$ cat src/rtl/mfp_ahb_gpio_irq_slave.sv
// AHB-Lite GPIO slave: LED output register with set/clear aliases, synchronised switches,
// debounced pushbuttons and per-button edge interrupts with write-1-to-clear status.
module mfp_ahb_gpio_irq_slave #(
  parameter int N_SW      = 18,
  parameter int N_BTN     = 5,
  parameter int N_OUT     = 18,
  parameter int DB_PERIOD = 500000
) (
  input  logic              HCLK,
  input  logic              HRESETn,
  input  logic [31:0]       HADDR,
  input  logic [2:0]        HBURST,
  input  logic              HMASTLOCK,
  input  logic [3:0]        HPROT,
  input  logic [2:0]        HSIZE,
  input  logic              HSEL,
  input  logic [1:0]        HTRANS,
  input  logic [31:0]       HWDATA,
  input  logic              HWRITE,
  input  logic              SI_Endian,
  output logic [31:0]       HRDATA,
  output logic              HREADY,
  output logic              HRESP,
  input  logic [N_SW-1:0]   IO_Switches,
  input  logic [N_BTN-1:0]  IO_Buttons,
  output logic [N_OUT-1:0]  IO_Out,
  output logic              IO_IRQ
);

  localparam int CNT_W = $clog2(DB_PERIOD);
  localparam logic [CNT_W-1:0] CNT_LAST = CNT_W'(DB_PERIOD - 1);

  localparam logic [3:0] A_OUT      = 4'd0;
  localparam logic [3:0] A_OUT_SET  = 4'd1;
  localparam logic [3:0] A_OUT_CLR  = 4'd2;
  localparam logic [3:0] A_SW       = 4'd3;
  localparam logic [3:0] A_BTN      = 4'd4;
  localparam logic [3:0] A_IRQ_EN   = 4'd5;
  localparam logic [3:0] A_IRQ_STAT = 4'd6;
  localparam logic [3:0] A_IRQ_POL  = 4'd7;

  // captured address phase
  logic             vld_p1;
  logic             wr_p1;
  logic [3:0]       idx_p1;

  logic [N_OUT-1:0] out_reg;
  logic [N_BTN-1:0] en_reg;
  logic [N_BTN-1:0] stat_reg;
  logic [N_BTN-1:0] pol_reg;
  logic             irq_reg;

  logic [N_SW-1:0]  sw_p0;
  logic [N_SW-1:0]  sw_p1;
  logic [N_BTN-1:0] btn_p0;
  logic [N_BTN-1:0] btn_p1;

  logic [CNT_W-1:0] tick_cnt;
  logic             tick;
  logic [N_BTN-1:0] btn_smp;
  logic [N_BTN-1:0] btn_db;
  logic [N_BTN-1:0] btn_db_d;
  logic [N_BTN-1:0] btn_agree;
  logic [N_BTN-1:0] btn_edge;

  logic             wr_en;
  logic [N_BTN-1:0] w1c;
  logic [31:0]      rdata;

  // Burst, protection, size and endianness carry no meaning for this slave.
  logic unused_bits;
  assign unused_bits = ^{HADDR[31:6], HADDR[1:0], HBURST, HMASTLOCK, HPROT, HSIZE,
                         SI_Endian, HTRANS[0], HWDATA};

  assign HREADY = 1'b1;
  assign HRESP  = 1'b0;
  assign IO_Out = out_reg;
  assign IO_IRQ = irq_reg;
  assign HRDATA = rdata;

  // ---- address phase -> data phase ----
  always_ff @(posedge HCLK) begin
    if (!HRESETn) begin
      vld_p1 <= 1'b0;
      wr_p1  <= 1'b0;
      idx_p1 <= 4'd0;
    end else begin
      vld_p1 <= HSEL & HTRANS[1];
      wr_p1  <= HWRITE;
      idx_p1 <= HADDR[5:2];
    end
  end

  assign wr_en = vld_p1 & wr_p1;
  assign w1c   = (wr_en && idx_p1 == A_IRQ_STAT) ? HWDATA[N_BTN-1:0] : '0;

  always_ff @(posedge HCLK) begin
    if (!HRESETn) begin
      out_reg <= '0;
      en_reg  <= '0;
      pol_reg <= '0;
    end else if (wr_en) begin
      case (idx_p1)
        A_OUT:     out_reg <= HWDATA[N_OUT-1:0];
        A_OUT_SET: out_reg <= out_reg | HWDATA[N_OUT-1:0];
        A_OUT_CLR: out_reg <= out_reg & ~HWDATA[N_OUT-1:0];
        A_IRQ_EN:  en_reg  <= HWDATA[N_BTN-1:0];
        A_IRQ_POL: pol_reg <= HWDATA[N_BTN-1:0];
        default: ;
      endcase
    end
  end

  // ---- input synchronisers ----
  always_ff @(posedge HCLK) begin
    if (!HRESETn) begin
      sw_p0  <= '0;
      sw_p1  <= '0;
      btn_p0 <= '0;
      btn_p1 <= '0;
    end else begin
      sw_p0  <= IO_Switches;
      sw_p1  <= sw_p0;
      btn_p0 <= IO_Buttons;
      btn_p1 <= btn_p0;
    end
  end

  // ---- debounce sample tick ----
  assign tick = (tick_cnt == CNT_LAST);

  always_ff @(posedge HCLK) begin
    if (!HRESETn) begin
      tick_cnt <= '0;
    end else if (tick) begin
      tick_cnt <= '0;
    end else begin
      tick_cnt <= tick_cnt + CNT_W'(1);
    end
  end

  // A bit only moves once two consecutive tick samples agree with the live value.
  assign btn_agree = ~(btn_smp ^ btn_p1);

  always_ff @(posedge HCLK) begin
    if (!HRESETn) begin
      btn_smp  <= '0;
      btn_db   <= '0;
      btn_db_d <= '0;
    end else begin
      if (tick) begin
        btn_smp <= btn_p1;
        btn_db  <= (btn_db & ~btn_agree) | (btn_p1 & btn_agree);
      end
      btn_db_d <= btn_db;
    end
  end

  // ---- edge detect, status and interrupt ----
  // Polarity only selects which transition counts, so rewriting it cannot fabricate an edge.
  assign btn_edge = (btn_db & ~btn_db_d & ~pol_reg) | (~btn_db & btn_db_d & pol_reg);

  always_ff @(posedge HCLK) begin
    if (!HRESETn) begin
      stat_reg <= '0;
      irq_reg  <= 1'b0;
    end else begin
      stat_reg <= (stat_reg & ~w1c) | btn_edge;
      irq_reg  <= |(stat_reg & en_reg);
    end
  end

  // ---- read mux ----
  always_comb begin
    rdata = '0;
    if (vld_p1 && !wr_p1) begin
      case (idx_p1)
        A_OUT:      rdata[N_OUT-1:0] = out_reg;
        A_SW:       rdata[N_SW-1:0]  = sw_p1;
        A_BTN:      rdata[N_BTN-1:0] = btn_db;
        A_IRQ_EN:   rdata[N_BTN-1:0] = en_reg;
        A_IRQ_STAT: rdata[N_BTN-1:0] = stat_reg;
        A_IRQ_POL:  rdata[N_BTN-1:0] = pol_reg;
        default: ;
      endcase
    end
  end

endmodule

$ cat config.mk
export PLATFORM = sky130hd
export DESIGN_NAME = mfp_ahb_gpio_irq_slave
export DESIGN_NICKNAME = d
export VERILOG_FILES = /design/src/rtl/mfp_ahb_gpio_irq_slave.sv
export SDC_FILE = /design/constraint.sdc
export NUM_CORES = 1
export LEC_CHECK = 0
export ABC_AREA = 1
export CAP_MARGIN = 20
export CORE_UTILIZATION = 45
export DETAILED_ROUTE_END_ITERATION = 16
export DONT_BUFFER_PORTS = 1
export GPL_TIMING_DRIVEN = 0
export SYNTH_ARGS = -nofsm -noshare
export SYNTH_HDL_FRONTEND = slang
export SYNTH_SLANG_ARGS = --single-unit
export TNS_END_PERCENT = 100
$ cat constraint.sdc
create_clock -name HCLK -period 1.5 [get_ports HCLK]
set_input_delay 0.075 -clock HCLK [delete_from_list [all_inputs] [get_ports HCLK]]
set_output_delay 0.075 -clock HCLK [all_outputs]
set_load 0.05 [all_outputs]
==> flow_summary_export.csv <==
group,metric,value,unit
routing,viasPerCell,4.85,
yosys,ys_warn_count,0,
outcome,violations,"setup timing",
floorplanning,fp-row-count,38,
placed_design,gp_congestion,0.896,
final_layout,register_area,2420,sq um
timing,fin_crit_sh,1.34,
routing,ant_nets,0,
grt,grt_pass1_wl,20600,um
yosys,synth-main-ff-cell,"dfxtp_1",
timing,tightest_slew,633,ps
critical_path,startpoint_type,"flip-flop",
grt,grt_max_degree,17,
critical_path,crit_fanout,4,
job,maxCapViolations,0,
timing,clock.fmax,498,MHz
yosys,yosys.area_share.simple,0.270,
yosys,synth_edf_count,0,
routing,first_pass_iters,5,
floorplanning,die_area,11600,sq um
timing,finalHoldViolations,0,
hold_path,holdCritPathClass,"input port to flip-flop",
grt,track_usage,0.230,
yosys,synth_mux_area_frac,0,
cts,clkLatencyLatePin,520,ps
routing,drt-initial-drc-count,342,
grt,grt_pass1_vias,4315,
cts,numCtsBuffers,17,
yosys,synth_top_area_frac,0.477,
timing,setup_ws,-508,ps
pwr,p_total,0.00759,W
placed_design,dp.cells,849,
pwr,peakVddDrop,0.705,mV
placed_design,post-place-ws,-290,ps
timing,slew_violations,0,
routing,wirelength,13200,um
floorplanning,coreArea,10900,sq um
yosys,yosysSeqAreaShare,0.477,
yosys,synth_compound_area_frac,0.115,
pwr,leakage,3.03,nW
timing,min_period,2010,ps
yosys,synth_top_family_by_area,"simple AND/OR/NAND/NOR gates",
cts,cts_tree,"done",
yosys,synthTopCellsByCount,"nand2_1 (211), dfxtp_1 (120), inv_1 (101)",
pwr,power_density,1080,nW/um^2
final_layout,multi_input_comb_area,2480,sq um
yosys,yosys-top-cells-area,"dfxtp_1 (48%), nand2_1 (16%), inv_1 (7.5%), a21oi_1 (6.2%), nand3_1 (4.0%)",
critical_path,worstPathArrival,1930,ps
final_layout,layout-drive-gt1-share,0.219,
final_layout,largest_register_ffs,19,
placed_design,dpl_cell_area,5350,sq um
floorplanning,start_util,0.463,
timing,rsz0062_at_grt,"true",
timing,finalSetupViolCount,20,
cts,cts_buffer_depth,2,
floorplanning,io_pins,158,
yosys,synth_largest_area_cell,"dfxtp_1",
cts,clk_pin_slew_worst_paths,60,ps
routing,post_drt_wl_per_cell,13.8,um
timing,slew_headroom,0.577,
final_layout,fin_cells,958,
critical_path,end_kind,"primary output",
timing,finalClockSkew,8.37,ps
cts,clkSinkCount,120,
final_layout,num-fill-cells,916,
grt,antenna_found_initial,0,
yosys,synth_fa_ha_area_frac,0.00248,
floorplanning,fp.dieW,108,um
outcome,run_status,"complete, but fails checks",
yosys,synth_area,5040,sq um
final_layout,n_antenna_cell,0,
final_layout,final_area,7050,sq um
critical_path,crit_type,"flip-flop to primary output",
final_layout,final_core_util,0.648,
yosys,synth_xor_area_frac,0.00870,
yosys,avgSynthCellArea,7.25,sq um
grt,grt-ovfl-total,0,
final_layout,layout.nets,911,
placed_design,port_buffers,0,
final_layout,top_register,"tick_cnt",
critical_path,cp.required,1420,ps
yosys,async_reset_ff_frac,0,
yosys,synth-seq-cells,120,
cts,htreeDepth,4,
yosys,yosysMostFrequentCell,"nand2_1",
routing,drc_errors,0,
floorplanning,die_h,108,um
yosys,post_synth_inst_count,695,
cts,clock-root-buffer,"clkbuf_8",
placed_design,post-dp-hpwl,8590,um
routing,vias,4648,
final_layout,areaGrowthSynthToFinish,40.0,%
yosys,synthDistinctLibCells,33,
[cells in the final DEF, fill, tap and decap left out, drive strengths merged, types with 2 or more instances in the layout]
| cell | count |
|---|---|
| a21oi | 63 |
| a22o | 2 |
| a31oi | 6 |
| buf | 50 |
| clkbuf | 30 |
| clkinv | 5 |
| clkinvlp | 4 |
| conb | 16 |
| dfxtp | 120 |
| dlygate4sd3 | 51 |
| inv | 108 |
| nand2 | 215 |
| nand3 | 41 |
| nand4 | 5 |
| nor2 | 43 |
| nor3 | 9 |
| o211ai | 2 |
| o21ai | 36 |
| or2 | 3 |
| xor2 | 5 |
[worst max-delay path, stage by stage (launching register included)]
cell and delay [ps]:
dfxtp_2 320, inv_2 70, nand2_4 70, nor3_4 180
buf_6 150, buf_6 110, nand2_4 50, nand3_4 110
nor2_4 40, nor2_4 300
[worst paths after layout]
| path | startpoint | end | slack [ps] | cells past startpoint |
|---|---|---|---|---|
| worst max-delay path | idx_p1[3]$_SDFF_PN0_ | HRDATA[2] | -510 | 9 |
| worst min-delay path | HRESETn | pol_reg[1]$_SDFFE_PN0P_ | 20 | 3 |
| worst max register to register | idx_p1[0]$_SDFF_PN0_ | IO_Out[2]$_SDFFE_PN0P_ | -10 | 8 |
| worst min register to register | sw_p0[17]$_SDFF_PN0_ | sw_p1[17]$_SDFF_PN0_ | 410 | 2 |
[stage by stage]
| stage | hold slack [ps] | TNS [ps] |
|---|---|---|
| after floorplan | 173 | -801 |
| after global routing | 69.1 | -10490 |
| after global placement | 176 | -5070 |
| after CTS | 7.80 | -8510 |
| after detailed placement | 178 | -5820 |
| final | 22.7 | -8320 |
[power breakdown]
group          leakage [nW]  switching, W  internal (W)
clock network         0.257       0.00155       0.00211
registers             0.982     0.0000538       0.00327
logic                  1.79      0.000357      0.000251
[cell type report]
class,count,share of cell area
Inverter,103,0.0555
Clock inverter,14,0.0165
Clock buffer,18,0.0607
Buffer,36,0.0383
Timing Repair Buffer,78,0.109
Multi-Input combinational cell,449,0.352
Tap cell,140,0.0248
Sequential cell,120,0.343
[layer usage]
metal | vias up | global-route usage | part of all wire
met5 | - | 0 | 0
met1 | 2110 | 0.288 | 0.45
met2 | 151 | 0.371 | 0.48
met3 | 23 | 0.0527 | 0.054
li1 | 2364 | - | -
met4 | 0 | 0.113 | 0.018
[kinds of logic (layout without fill, tap and decap cells)]
kind of cell,count (synthesis),after routing
adders and majority gates,1,1
other,2,16
AOI/OAI and AO/OA,109,109
buffers and inverters,140,249
xor gates and xnor gates,5,5
DFF,120,120
and+or+nand+nor,318,318
[timing repair]
item                       CTS  global route
hold buffers                51             0
hold endpoints to repair   100             0
pin swaps                   15            26
setup endpoints to repair   46            62
cloned                       3             3
gates resized for setup     60            65
setup buffers               13             9
(Power assumes the default switching activity.)
